<file path="src/rtl/cd_clk_seq_if.sv">
// cd_clk_seq_if: lock input, divider controls and sequencer outputs for cd_clk_seq.
// The slave modport is the sequencer side; master is the driving/observing side.
interface cd_clk_seq_if #(
  parameter int unsigned CHN   = 2,
  parameter int unsigned ACC_W = 16
);
  logic                   pll_lock;
  logic [CHN-1:0]         div_en;
  logic [CHN*ACC_W-1:0]   div_inc;
  logic                   sys_rst;
  logic                   lock_ok;
  logic [CHN-1:0]         clk_en;
  logic [7:0]             relock_cnt;

  modport master (
    output pll_lock, div_en, div_inc,
    input  sys_rst, lock_ok, clk_en, relock_cnt
  );

  modport slave (
    input  pll_lock, div_en, div_inc,
    output sys_rst, lock_ok, clk_en, relock_cnt
  );
endinterface

</file>
<file path="src/rtl/cd_clk_seq.sv">
// cd_clk_seq: PLL lock qualifier and reset sequencer with per-channel
// phase-accumulator clock-enable generators.
// Optional feature: define CD_RELOCK_CNT_EN to count RUN->LOST transitions
// (saturating at 255); otherwise relock_cnt is tied to 0.
module cd_clk_seq #(
  parameter int unsigned CHN         = 2,
  parameter int unsigned ACC_W       = 16,
  parameter int unsigned LOCK_STABLE = 1024
) (
  input  logic           clk,
  input  logic           reset,
  cd_clk_seq_if.slave    bus
);

  typedef enum logic [1:0] {
    WAIT_LOCK = 2'd0,
    STABLE    = 2'd1,
    RUN       = 2'd2,
    LOST      = 2'd3
  } state_t;

  localparam logic [15:0] STAB_LAST = 16'(LOCK_STABLE - 1);

  state_t            state_q, state_d;
  logic [15:0]       stab_q, stab_d;
  logic              sync1_q;
  logic              lock_s_q;
  logic [ACC_W-1:0]  acc_q [CHN];
  logic [ACC_W:0]    sum   [CHN];
  logic [CHN-1:0]    clk_en_q;
  logic              run_stay;

  // Two-flop synchroniser for the asynchronous PLL lock.
  always_ff @(posedge clk) begin
    if (reset) begin
      sync1_q  <= 1'b0;
      lock_s_q <= 1'b0;
    end else begin
      sync1_q  <= bus.pll_lock;
      lock_s_q <= sync1_q;
    end
  end

  // State and stability counter registers.
  always_ff @(posedge clk) begin
    if (reset) begin
      state_q <= WAIT_LOCK;
      stab_q  <= '0;
    end else begin
      state_q <= state_d;
      stab_q  <= stab_d;
    end
  end

  // Next-state and stability counter logic.
  always_comb begin
    state_d = state_q;
    stab_d  = stab_q;
    case (state_q)
      WAIT_LOCK: begin
        stab_d = '0;
        if (lock_s_q) state_d = STABLE;
      end
      STABLE: begin
        if (!lock_s_q) begin
          state_d = WAIT_LOCK;
          stab_d  = '0;
        end else if (stab_q == STAB_LAST) begin
          state_d = RUN;
          stab_d  = '0;
        end else begin
          stab_d = stab_q + 16'd1;
        end
      end
      RUN: begin
        stab_d = '0;
        if (!lock_s_q) state_d = LOST;
      end
      LOST: begin
        stab_d  = '0;
        state_d = WAIT_LOCK;
      end
      default: begin
        state_d = WAIT_LOCK;
        stab_d  = '0;
      end
    endcase
  end

  // Accumulate only while RUN is held into the next cycle, so the edge that
  // enters LOST already clears accumulators and clk_en.
  assign run_stay = (state_q == RUN) && lock_s_q;

  // Per-channel accumulator sum with carry-out.
  always_comb begin
    for (int unsigned n = 0; n < CHN; n++) begin
      sum[n] = {1'b0, acc_q[n]} + {1'b0, bus.div_inc[n*ACC_W +: ACC_W]};
    end
  end

  // Phase accumulators and clock-enable pulse registers.
  always_ff @(posedge clk) begin
    if (reset) begin
      for (int unsigned n = 0; n < CHN; n++) acc_q[n] <= '0;
      clk_en_q <= '0;
    end else begin
      for (int unsigned n = 0; n < CHN; n++) begin
        if (run_stay && bus.div_en[n]) begin
          acc_q[n]    <= sum[n][ACC_W-1:0];
          clk_en_q[n] <= sum[n][ACC_W];
        end else begin
          acc_q[n]    <= '0;
          clk_en_q[n] <= 1'b0;
        end
      end
    end
  end

`ifdef CD_RELOCK_CNT_EN
  logic [7:0] relock_q;

  // Saturating count of lock losses seen while running.
  always_ff @(posedge clk) begin
    if (reset) begin
      relock_q <= '0;
    end else if ((state_q == RUN) && (state_d == LOST) && (relock_q != 8'hFF)) begin
      relock_q <= relock_q + 8'd1;
    end
  end

  assign bus.relock_cnt = relock_q;
`else
  assign bus.relock_cnt = '0;
`endif

  assign bus.sys_rst = (state_q != RUN);
  assign bus.lock_ok = (state_q == RUN);
  assign bus.clk_en  = clk_en_q;

endmodule

</file>
<file path="src/flat_wrapper.sv">
// flat-port wrapper written by rule: the top's interface ports become plain ports
module cd_clk_seq_flat 
#(
  parameter int unsigned CHN         = 2,
  parameter int unsigned ACC_W       = 16,
  parameter int unsigned LOCK_STABLE = 1024
)
  (clk, reset, bus_pll_lock, bus_div_en, bus_div_inc, bus_sys_rst, bus_lock_ok, bus_clk_en, bus_relock_cnt);
  cd_clk_seq_if #(.CHN(CHN), .ACC_W(ACC_W)) bus_i ();
  input  logic clk;
  input  logic reset;
  input wire logic [$bits(bus_i.pll_lock)-1:0] bus_pll_lock;
  input wire logic [$bits(bus_i.div_en)-1:0] bus_div_en;
  input wire logic [$bits(bus_i.div_inc)-1:0] bus_div_inc;
  output wire logic [$bits(bus_i.sys_rst)-1:0] bus_sys_rst;
  output wire logic [$bits(bus_i.lock_ok)-1:0] bus_lock_ok;
  output wire logic [$bits(bus_i.clk_en)-1:0] bus_clk_en;
  output wire logic [$bits(bus_i.relock_cnt)-1:0] bus_relock_cnt;
  assign bus_i.pll_lock = bus_pll_lock;
  assign bus_i.div_en = bus_div_en;
  assign bus_i.div_inc = bus_div_inc;
  assign bus_sys_rst = bus_i.sys_rst;
  assign bus_lock_ok = bus_i.lock_ok;
  assign bus_clk_en = bus_i.clk_en;
  assign bus_relock_cnt = bus_i.relock_cnt;
  cd_clk_seq #(.CHN(CHN), .ACC_W(ACC_W), .LOCK_STABLE(LOCK_STABLE)) u_core (.clk(clk), .reset(reset), .bus(bus_i));
endmodule
</file>
<file path="config.mk">
export PLATFORM = sky130hd
export DESIGN_NAME = cd_clk_seq_flat
export DESIGN_NICKNAME = d
export VERILOG_FILES = /design/src/rtl/cd_clk_seq_if.sv /design/src/rtl/cd_clk_seq.sv /design/src/flat_wrapper.sv
export SDC_FILE = /design/constraint.sdc
export NUM_CORES = 1
export LEC_CHECK = 0
export ABC_AREA = 1
export BUFFER_PORTS_ARGS = -buffer_cell sky130_fd_sc_hd__buf_2
export CORE_MARGIN = 5
export CORE_UTILIZATION = 59
export CTS_CLUSTER_DIAMETER = 30
export DETAILED_ROUTE_END_ITERATION = 8
export PLACE_DENSITY = 0.84
export SYNTH_ARGS = -nofsm -noshare
export SYNTH_HDL_FRONTEND = slang
export SYNTH_SLANG_ARGS = --single-unit
export TNS_END_PERCENT = 100
</file>
<file path="constraint.sdc">
create_clock -name clk -period 2.1 [get_ports clk]
set_input_delay 0.315 -clock clk [delete_from_list [all_inputs] [get_ports clk]]
set_output_delay 0.315 -clock clk [all_outputs]
set_load 0.01 [all_outputs]
</file>
==> results of run 1 <==
[cells in the mapped netlist, drive strengths merged]
cell and count:
o21ai 20, inv 93, buf 11, nor2 76, dfxtp 38, and2 2
ha 33, fa 2, or2 2, nor3b 1, edfxtp 16, a21oi 46
nand3b 4, nand3 24, nand2 175, nand4 8, nor3 12, a211oi 2
conb 2, xor2 4, clkinv 3
[critical path, delay by kind of cell, from the launching register on]
kind	cells	cell delay (ps)
and+or+nand+nor	8	630
adders and majority gates	2	600
DFF	1	380
[where the power goes]
part	internal, mW	leakage (nW)	switching, mW
Sequential	1.08	0.472	0.00608
Combinational	0.102	1.66	0.178
Clock	0.267	0.0482	0.334
Total	1.45	2.18	0.518
[final cells by class]
cell class / count / share of cell area
inverter: 96 / 0.0853
clock inverter: 1 / 0.00118
timing repair buffer: 40 / 0.0472
multi-input combinational: 435 / 0.530
sequential: 54 / 0.293
tap: 77 / 0.0227
clock buffer: 7 / 0.0204
[stage by stage]
stage	util	instance area (sq um)	setup WS, ps	power, mW
2_1_floorplan	-	3940	394	1.32
3_3_place_gp	0.653	4150	246	1.38
3_5_place_dp	0.653	4150	183	1.39
4_1_cts	0.668	4240	247	1.98
5_1_grt	0.668	4240	44.6	2.08
6_report	0.668	4240	268	1.97
[worst paths after layout]
| kind | from | end | slack, ps | depth (start not counted) |
|---|---|---|---|---|
| worst min register to register | u_core.sync1_q | u_core.lock_s_q | 420 | 2 |
| worst max register to register | u_core.acc_q[0][0] | u_core.acc_q[0][10] | 270 | 10 |
| worst max-delay path | u_core.acc_q[0][0] | u_core.acc_q[0][10] | 270 | 10 |
| worst min-delay path | reset | u_core.sync1_q | 210 | 2 |
[cell families after synthesis]
| logic type | count (synthesis) | share of synthesized area |
|---|---|---|
| flip-flops | 54 | 0.322 |
| adder cells (fa/ha/maj) | 35 | 0.117 |
| other | 2 | 0.00195 |
| AO/OA/AOI/OAI | 68 | 0.0953 |
| AND/OR/NAND/NOR | 304 | 0.338 |
| buffers and inverters | 107 | 0.117 |
| XOR/XNOR | 4 | 0.00908 |
[per-layer routing]
layer,part of all wire,up-vias,wire length [microns],track usage
met3,0.049,12,388,0.0367
li1,-,1907,-,-
met5,0,-,0,0
met1,0.42,1668,3380,0.225
met4,0.015,0,119,0.0636
met2,0.51,82,4100,0.382
[layout by cell type, fill, tap and decap left out]
cell type / n
nand2_1: 173
nor3_1: 10
a21oi_1: 43
nor2_1: 73
o21ai_1: 11
o21ai_2: 3
ha_1: 33
clkbuf_1: 1
clkinv_1: 2
clkbuf_8: 6
nand4_1: 7
nor3_2: 1
or2_0: 1
o21ai_0: 6
edfxtp_1: 16
conb_1: 24
nand3_2: 1
clkinv_2: 2
buf_2: 40
nand4_2: 1
nor3_4: 1
and2_1: 2
nor3b_1: 1
inv_1: 85
nand3_4: 1
a211oi_1: 2
xor2_1: 4
nand3b_1: 4
inv_2: 8
or2_1: 1
dfxtp_1: 38
nor2_4: 3
a21oi_2: 3
fa_1: 2
nand3_1: 22
nand2_2: 2
[registers in the layout, summed over array words and instances, names as in the netlist, named ones only]
name               count
u_core.acc_q          32
u_core.stab_q         16
u_core.bus.clk_en      2
u_core.lock_s_q        1
u_core.state_q         1
u_core.sync1_q         1
==> impl_metrics.csv, run 1 <==
group,metric,value,unit
run_status,status,"finished clean",
setup_path,path_max_fanout,4,
synth,ys_ff_latch,54,
routing,viasPerCell,5.17,
cts,postCtsHoldBufs,0,
layout,fin_cells,710,
timing,period_share,0.873,
placed_design,place.gp.congestion,0.957,
floorplanning,dieArea,0.00826,sq mm
timing,finalCriticalPeriod,1830,ps
cts,cts_buffers,5,
placed_design,post-dp-hpwl,6.46,mm
timing,tns,0,ps
setup_path,cp.arrival,1900,ps
routing,routedWlPerCell,11.3,microns
layout,multiInputGateArea,0.00225,sq mm
cts,cts-root-buf,"clkbuf_8",
global_routing,grt_pass1_wl,14.3,mm
timing,finClkSkew,7.92,ps
routing,first_iter_violations,139,
timing,setup_viol_count_final,0,
power_and_ir_drop,p_leak,2.18,nW
synth,yosysTopAreaCell,"dfxtp_1",
power_and_ir_drop,ir_drop,0.342,mV
floorplanning,initial_core_util,0.608,
cts,clock_path_buffers,2,
synth,ys_seq_area_frac,0.322,
layout,register_area,0.00124,sq mm
layout,syn_to_final_growth,9.86,%
cts,clock_latency,300,ps
flow_run,maxCapViolCount,0,
synth,netlist_area,0.00386,sq mm
setup_path,crit_path_frequent_cell,"nand2_1",
synth,synthCells,574,
timing,finalMaxSlewViolations,0,
timing,hold_viol,0,
setup_path,startpoint_type,"flip-flop",
routing,via_count,3669,
timing,grt_setup_unrepaired,"no",
routing,firstDrtPassIters,4,
floorplanning,die_h,90.9,microns
floorplanning,core_area,0.00635,sq mm
setup_path,criticalPathCategory,"reg -> reg",
setup_path,crit_slowest_cell,"edfxtp_1",
setup_path,slowest_delay,380,ps
layout,n_antenna_cell,0,
global_routing,grt_usage,0.202,
power_and_ir_drop,power_per_cell_area,465,mW/mm^2
synth,yosys_warnings,0,
cts,clkSinkCount,54,
timing,max_freq,546,MHz
routing,totalWireLength,7.99,mm
cts,path_clk_slew,100,ps
placed_design,numPortBuffers,40,
global_routing,grt_max_degree,17,
cts,htree_levels,2,
setup_path,cp_cell_sequence,"ha_1 > fa_1 > nand2_1 > nand2_1 > nand3b_1 > nand2_1 > nand2_1 > nand2_1 > nor2_1 > nor2_1",
synth,postSynthAreaPerCell,6.72,sq um
global_routing,antenna_found_initial,0,
worst_hold_path,hp-class,"in -> reg",
cts,cts_resized,0,
floorplanning,rows,29,
cts,cts_tree,"built",
timing,whs,210,ps
layout,nets,704,
floorplanning,dieWidth,90.9,microns
global_routing,grt_pass1_vias,3632,
cts,cts_setup_buffers,0,
layout,num-fill-cells,590,
placed_design,post-place-cells,702,
layout,drive_gt1_frac,0.114,
floorplanning,top_level_ports,49,
setup_path,crit_path_end_kind,"flip-flop",
synth,synth_area_leaders,"dfxtp_1 (20%), nand2_1 (17%), edfxtp_1 (12%), ha_1 (11%), inv_1 (8.3%)",
setup_path,crit_required,2170,ps
routing,drc,0,
global_routing,gr-total-overflow,0,
synth,yosysUniqueCellTypes,35,
routing,ant_nets,0,
synth,post-synth-top-area-fraction,0.197,
Note: power is estimated with default switching activity, not from simulation.
==> run 2: changes to the inputs <==
--- a/config.mk
+++ b/config.mk
@@ -8,10 +8,11 @@
 export ABC_AREA = 1
 export BUFFER_PORTS_ARGS = -buffer_cell sky130_fd_sc_hd__buf_2
 export CORE_MARGIN = 5
-export CORE_UTILIZATION = 59
+export CORE_UTILIZATION = 61
+export CTS_BUF_LIST = sky130_fd_sc_hd__clkbuf_8
 export CTS_CLUSTER_DIAMETER = 30
 export DETAILED_ROUTE_END_ITERATION = 8
-export PLACE_DENSITY = 0.84
+export PLACE_DENSITY = 0.93
 export SYNTH_ARGS = -nofsm -noshare
 export SYNTH_HDL_FRONTEND = slang
 export SYNTH_SLANG_ARGS = --single-unit
==> impl_metrics.csv, run 2 (synthesis results as in run 1) <==
group,metric,value,unit
routing,firstDrtPassIters,5,
setup_path,crit_slowest_cell,"fa_1",
routing,ant_nets,0,
routing,wl_met3,476,microns
cts,cts_resized,0,
routing,viasPerCell,5.22,
layout,nets,704,
power_and_ir_drop,p_leak,2.20,nW
setup_path,cp_cell_sequence,"ha_1 > fa_1 > nand2_2 > nand2_1 > nand3b_1 > nand2_1 > nand2_1 > nand2_1 > nor2_1 > nor2_1",
run_status,status,"finished clean",
placed_design,numPortBuffers,40,
floorplanning,core_area,0.00624,sq mm
power_and_ir_drop,ir_drop,0.310,mV
timing,max_freq,513,MHz
routing,via_count,3706,
setup_path,startpoint_type,"flip-flop",
global_routing,grt_usage,0.225,
setup_path,crit_path_frequent_cell,"nand2_1",
timing,finalCriticalPeriod,1950,ps
global_routing,grt_pass1_wl,14.4,mm
routing,totalWireLength,8.40,mm
timing,tns,0,ps
floorplanning,dieArea,0.00802,sq mm
cts,htree_levels,2,
setup_path,path_buf_inv,0,
timing,setup_viol_count_final,0,
timing,hold_viol,0,
power_and_ir_drop,power_per_cell_area,494,mW/mm^2
routing,dr_wl_met2,4.36,mm
cts,postCtsHoldBufs,0,
cts,path_clk_slew,100,ps
layout,regMostFlops,"u_core.acc_q",
global_routing,grt_pass1_vias,3642,
cts,cts_buffers,5,
flow_run,maxCapViolCount,0,
floorplanning,die_h,89.5,microns
timing,period_share,0.928,
placed_design,post-place-cells,702,
cts,cts-root-buf,"clkbuf_8",
routing,highest_layer,"met4",
routing,m1WireLength,3.38,mm
global_routing,antenna_found_initial,0,
layout,register_area,0.00124,sq mm
layout,final_common_cell,"nand2_1",
floorplanning,dieWidth,89.5,microns
cts,clkSinkCount,54,
cts,clock_path_buffers,2,
floorplanning,initial_core_util,0.618,
routing,drc,0,
layout,syn_to_final_growth,10.6,%
timing,finClkSkew,6.72,ps
setup_path,crit_path_end_kind,"flip-flop",
floorplanning,top_level_ports,49,
routing,routedWlPerCell,11.8,microns
layout,multiInputGateArea,0.00225,sq mm
timing,grt_setup_unrepaired,"no",
global_routing,gr-total-overflow,0,
layout,n_antenna_cell,0,
layout,num-fill-cells,511,
layout,fin_cells,710,
worst_hold_path,hp-class,"in -> reg",
layout,largest_register_ffs,32,
cts,cts_setup_buffers,0,
timing,finalMaxSlewViolations,0,
routing,first_iter_violations,175,
setup_path,criticalPathCategory,"reg -> reg",
setup_path,cp.arrival,2030,ps
placed_design,place.gp.congestion,0.948,
setup_path,path_max_fanout,4,
layout,drive_gt1_frac,0.115,
setup_path,path_delay_family,"simple AND/OR/NAND/NOR gates",
cts,clock_latency,310,ps
setup_path,crit_required,2180,ps
floorplanning,rows,29,
placed_design,post-dp-hpwl,6.73,mm
cts,cts_tree,"built",
setup_path,slowest_delay,410,ps
layout,final_cell_mix,"nand2_1 (172), inv_1 (86), nor2_1 (73)",
global_routing,grt_max_degree,17,
## run 2: metal layers
| metal | vias up | global-route usage |
|---|---|---|
| met4 | 0 | 0.101 |
| met5 | - | 0 |
| met1 | 1666 | 0.245 |
| met2 | 119 | 0.420 |
| li1 | 1899 | - |
| met3 | 22 | 0.0415 |
## run 2: per-stage QoR
step / setup WS [ps] / total power, mW / area (sq um) / hold WS, ps / util
6_report: 151 / 2.11 / 4270 / 199 / 0.684
5_1_grt: 15.9 / 2.21 / 4270 / 193 / 0.684
4_1_cts: 136 / 2.12 / 4260 / 193 / 0.683
3_5_place_dp: 104 / 1.39 / 4150 / 417 / 0.665
3_3_place_gp: 249 / 1.38 / 4150 / 391 / 0.665
2_1_floorplan: 394 / 1.32 / 3940 / 384 / -
## run 2: area by class of cell
class	instances	share of cell area
tap	77	0.0226
multi-input combinational	435	0.528
clock inverter	2	0.00792
inverter	96	0.0848
sequential	54	0.291
clock buffer	6	0.0194
timing repair buffer	40	0.0469
## run 2: worst paths after layout
check	cells after the start	to	slack, ps	start
min	2	u_core.lock_s_q	200	reset
max reg2reg	10	u_core.acc_q[0][10]	150	u_core.acc_q[0][0]
max	10	u_core.acc_q[0][10]	150	u_core.acc_q[0][0]
min reg2reg	2	u_core.lock_s_q	440	u_core.sync1_q
## run 2: power by group
part           switching (mW)  leakage, nW  internal (mW)
clock network           0.347       0.0626          0.384
logic                   0.183         1.66          0.103
registers             0.00644        0.472           1.08
## run 2: worst reg2reg max path: cells and delay by family (launching register included)
family | cells | cell delay (ps)
fa+ha+maj | 2 | 630
flops | 1 | 400
simple gates | 8 | 680
==> run 3: changes to the inputs <==
--- a/config.mk
+++ b/config.mk
@@ -5,10 +5,9 @@
 export SDC_FILE = /design/constraint.sdc
 export NUM_CORES = 1
 export LEC_CHECK = 0
-export ABC_AREA = 1
 export BUFFER_PORTS_ARGS = -buffer_cell sky130_fd_sc_hd__buf_2
-export CORE_MARGIN = 5
-export CORE_UTILIZATION = 61
+export CORE_MARGIN = 2
+export CORE_UTILIZATION = 60
 export CTS_BUF_LIST = sky130_fd_sc_hd__clkbuf_8
 export CTS_CLUSTER_DIAMETER = 30
 export DETAILED_ROUTE_END_ITERATION = 8
==> impl_metrics.csv, run 3 <==
group,metric,value,unit
synth,synth_top_cells_by_count,"nor2_1 (57), dfxtp_1 (38), ha_1 (33)",
setup_path,path_max_fanout,2,
cts,clock_latency,320,ps
timing,setup_viol_count_final,7,
cts,cts_tree,"built",
cts,cts-root-buf,"clkbuf_8",
global_routing,gr-total-overflow,0,
global_routing,grt_pass1_wl,12.7,mm
synth,synthArstFlopShare,0,
routing,via_count,3193,
setup_path,startpoint_type,"flip-flop",
layout,syn_to_final_growth,22.7,%
power_and_ir_drop,p_int,1.61,mW
cts,clock_path_buffers,2,
timing,finalMaxSlewViolations,0,
placed_design,post-dp-hpwl,5.51,mm
routing,first_iter_violations,283,
worst_hold_path,hp-class,"in -> reg",
timing,period_share,1.17,
setup_path,crit_required,2190,ps
layout,n_antenna_cell,0,
floorplanning,top_level_ports,49,
routing,firstDrtPassIters,5,
placed_design,numPortBuffers,40,
synth,ys_ff_latch,54,
floorplanning,core_area,0.00551,sq mm
routing,drc,0,
placed_design,place_area,0.00386,sq mm
layout,final_cell_mix,"nor2_1 (55), buf_2 (40), dfxtp_1 (37)",
timing,max_freq,409,MHz
synth,synthCells,379,
timing,layout_setup_ws,-347,ps
power_and_ir_drop,power_per_cell_area,520,mW/mm^2
synth,postSynthAreaPerCell,8.99,sq um
synth,synth-edff-count,16,
power_and_ir_drop,p_clk_frac,0.323,
power_and_ir_drop,switching_share,0.261,
layout,regMostFlops,"u_core.acc_q",
flow_run,maxCapViolCount,0,
power_and_ir_drop,combPwrFrac,0.176,
synth,netlist_area,0.00341,sq mm
synth,post-synth-top-count-cell,"nor2_1",
cts,htree_levels,2,
routing,ant_nets,0,
timing,tns,-1330,ps
setup_path,crit_path_end_kind,"flip-flop",
timing,grt_setup_unrepaired,"yes",
synth,yosysUniqueCellTypes,57,
floorplanning,die_h,79.3,microns
routing,viasPerCell,5.92,
synth,synth_area_leaders,"dfxtp_1 (22%), edfxtp_1 (14%), ha_1 (12%), nor2_1 (6.3%), xor2_1 (4.6%)",
floorplanning,rows,27,
layout,fin_cells,539,
floorplanning,dieWidth,79.3,microns
setup_path,criticalPathCategory,"reg -> reg",
setup_path,cp.arrival,2530,ps
timing,tightest_slew,645,ps
power_and_ir_drop,p_leak,1.80,nW
placed_design,place.gp.congestion,0.919,
cts,cts_buffers,5,
layout,final_common_cell,"nor2_1",
global_routing,grt_pass1_vias,2971,
timing,maxSlewHeadroom,0.569,
global_routing,grt_usage,0.255,
cts,clkSinkCount,54,
power_and_ir_drop,ir_drop,0.456,mV
layout,drive_gt1_frac,0.253,
timing,finClkSkew,13.4,ps
layout,nets,538,
routing,routedWlPerCell,15.8,microns
synth,yosys_warnings,0,
synth,post-synth-top-area-fraction,0.223,
global_routing,antenna_found_initial,0,
synth,synth_ff_type,"dfxtp_1",
synth,yosysTopAreaCell,"dfxtp_1",
floorplanning,dieArea,0.00629,sq mm
power_and_ir_drop,seqPwrFrac,0.501,
placed_design,post-place-cells,521,
floorplanning,initial_core_util,0.618,
timing,hold_viol,0,
layout,final_area,0.00418,sq mm
run_status,status,"finished, violations left",
timing,finalCriticalPeriod,2450,ps
global_routing,grt_max_degree,17,
synth,ys_seq_area_frac,0.364,
layout,largest_register_ffs,32,
cts,postCtsHoldBufs,0,
routing,totalWireLength,8.52,mm
cts,path_clk_slew,100,ps
run_status,violations,"setup timing",
power_and_ir_drop,power.switching,567,uW
[run 3: cell count changes after synthesis, moves of 9 or more]
cell | before | now
xor2_1 | 4 | 18
inv_1 | 85 | 15
a21oi_1 | 43 | 22
xnor2_1 | 0 | 17
nor2_1 | 73 | 57
nand2_1 | 173 | 18
a21o_1 | 0 | 9
[run 3: area by class of cell]
cell class                      count  area [sq um]
Clock buffer                        5          68.8
Clock inverter                      3          40.0
Fill cell                         364          1330
Inverter                           15          56.3
Multi-Input combinational cell    317          2230
Sequential cell                    54          1240
Tap cell                           72          90.1
Timing Repair Buffer               73           448
[run 3: through the flow]
step	setup WS, ps	utilization	hold slack [ps]	power [mW]
after floorplan	-171	-	384	1.33
after global placement	-277	0.702	420	1.42
after detailed placement	-327	0.702	439	1.43
after CTS	-265	0.736	197	2.13
after global routing	-393	0.759	211	2.25
final	-347	0.759	204	2.17
[run 3: worst paths after layout]
check             cells after the start  slack, ps                  end          startpoint
setup / recovery                      9       -350  u_core.acc_q[0][10]  u_core.acc_q[0][0]
hold / removal                        2        200      u_core.lock_s_q               reset
setup reg to reg                      9       -350  u_core.acc_q[0][10]  u_core.acc_q[0][0]
hold reg to reg                       1        460      u_core.lock_s_q      u_core.sync1_q
[run 3: kinds of logic (layout without fill, tap and decap cells)]
kind of cell	after synthesis	after routing	synth area share
adder cells (fa/ha/maj)	35	35	0.133
AO/OA/AOI/OAI	82	82	0.161
XOR/XNOR	35	35	0.0900
other	2	24	0.00221
flip-flops	54	54	0.364
buffers and inverters	30	96	0.0455
AND/OR/NAND/NOR	141	141	0.204
[run 3: layer usage]
metal  track usage  vias to the layer above  wire length, microns
met1         0.313                     1482                  3330
met2         0.438                      181                  4200
met5             0                        -                     0
li1              -                     1496                     -
met4         0.109                        0                   349
met3        0.0455                       34                   642
[run 3: timing repair]
| item | in CTS | in global routing |
|---|---|---|
| pin swaps | 11 | 22 |
| setup endpoints to repair | 10 | 16 |
| buffers inserted | 15 | 8 |
| resized for setup | 10 | 16 |
[run 3: critical path, cell delays in order, from the launching register on]
cell	delay, ps
edfxtp_1	400
ha_2	200
fa_2	350
a211oi_2	240
nor2_2	70
o41a_1	350
buf_4	180
o22ai_4	210
xor2_1	170
nor2_1	50
[run 3: power groups by stage]
stage	Combinational (mW)	Sequential [mW]	Clock (mW)
after floorplan	0.221	1.11	0
after global placement	0.305	1.11	0
after detailed placement	0.316	1.11	0
after CTS	0.336	1.09	0.710
after global routing	0.414	1.09	0.744
final	0.383	1.09	0.703
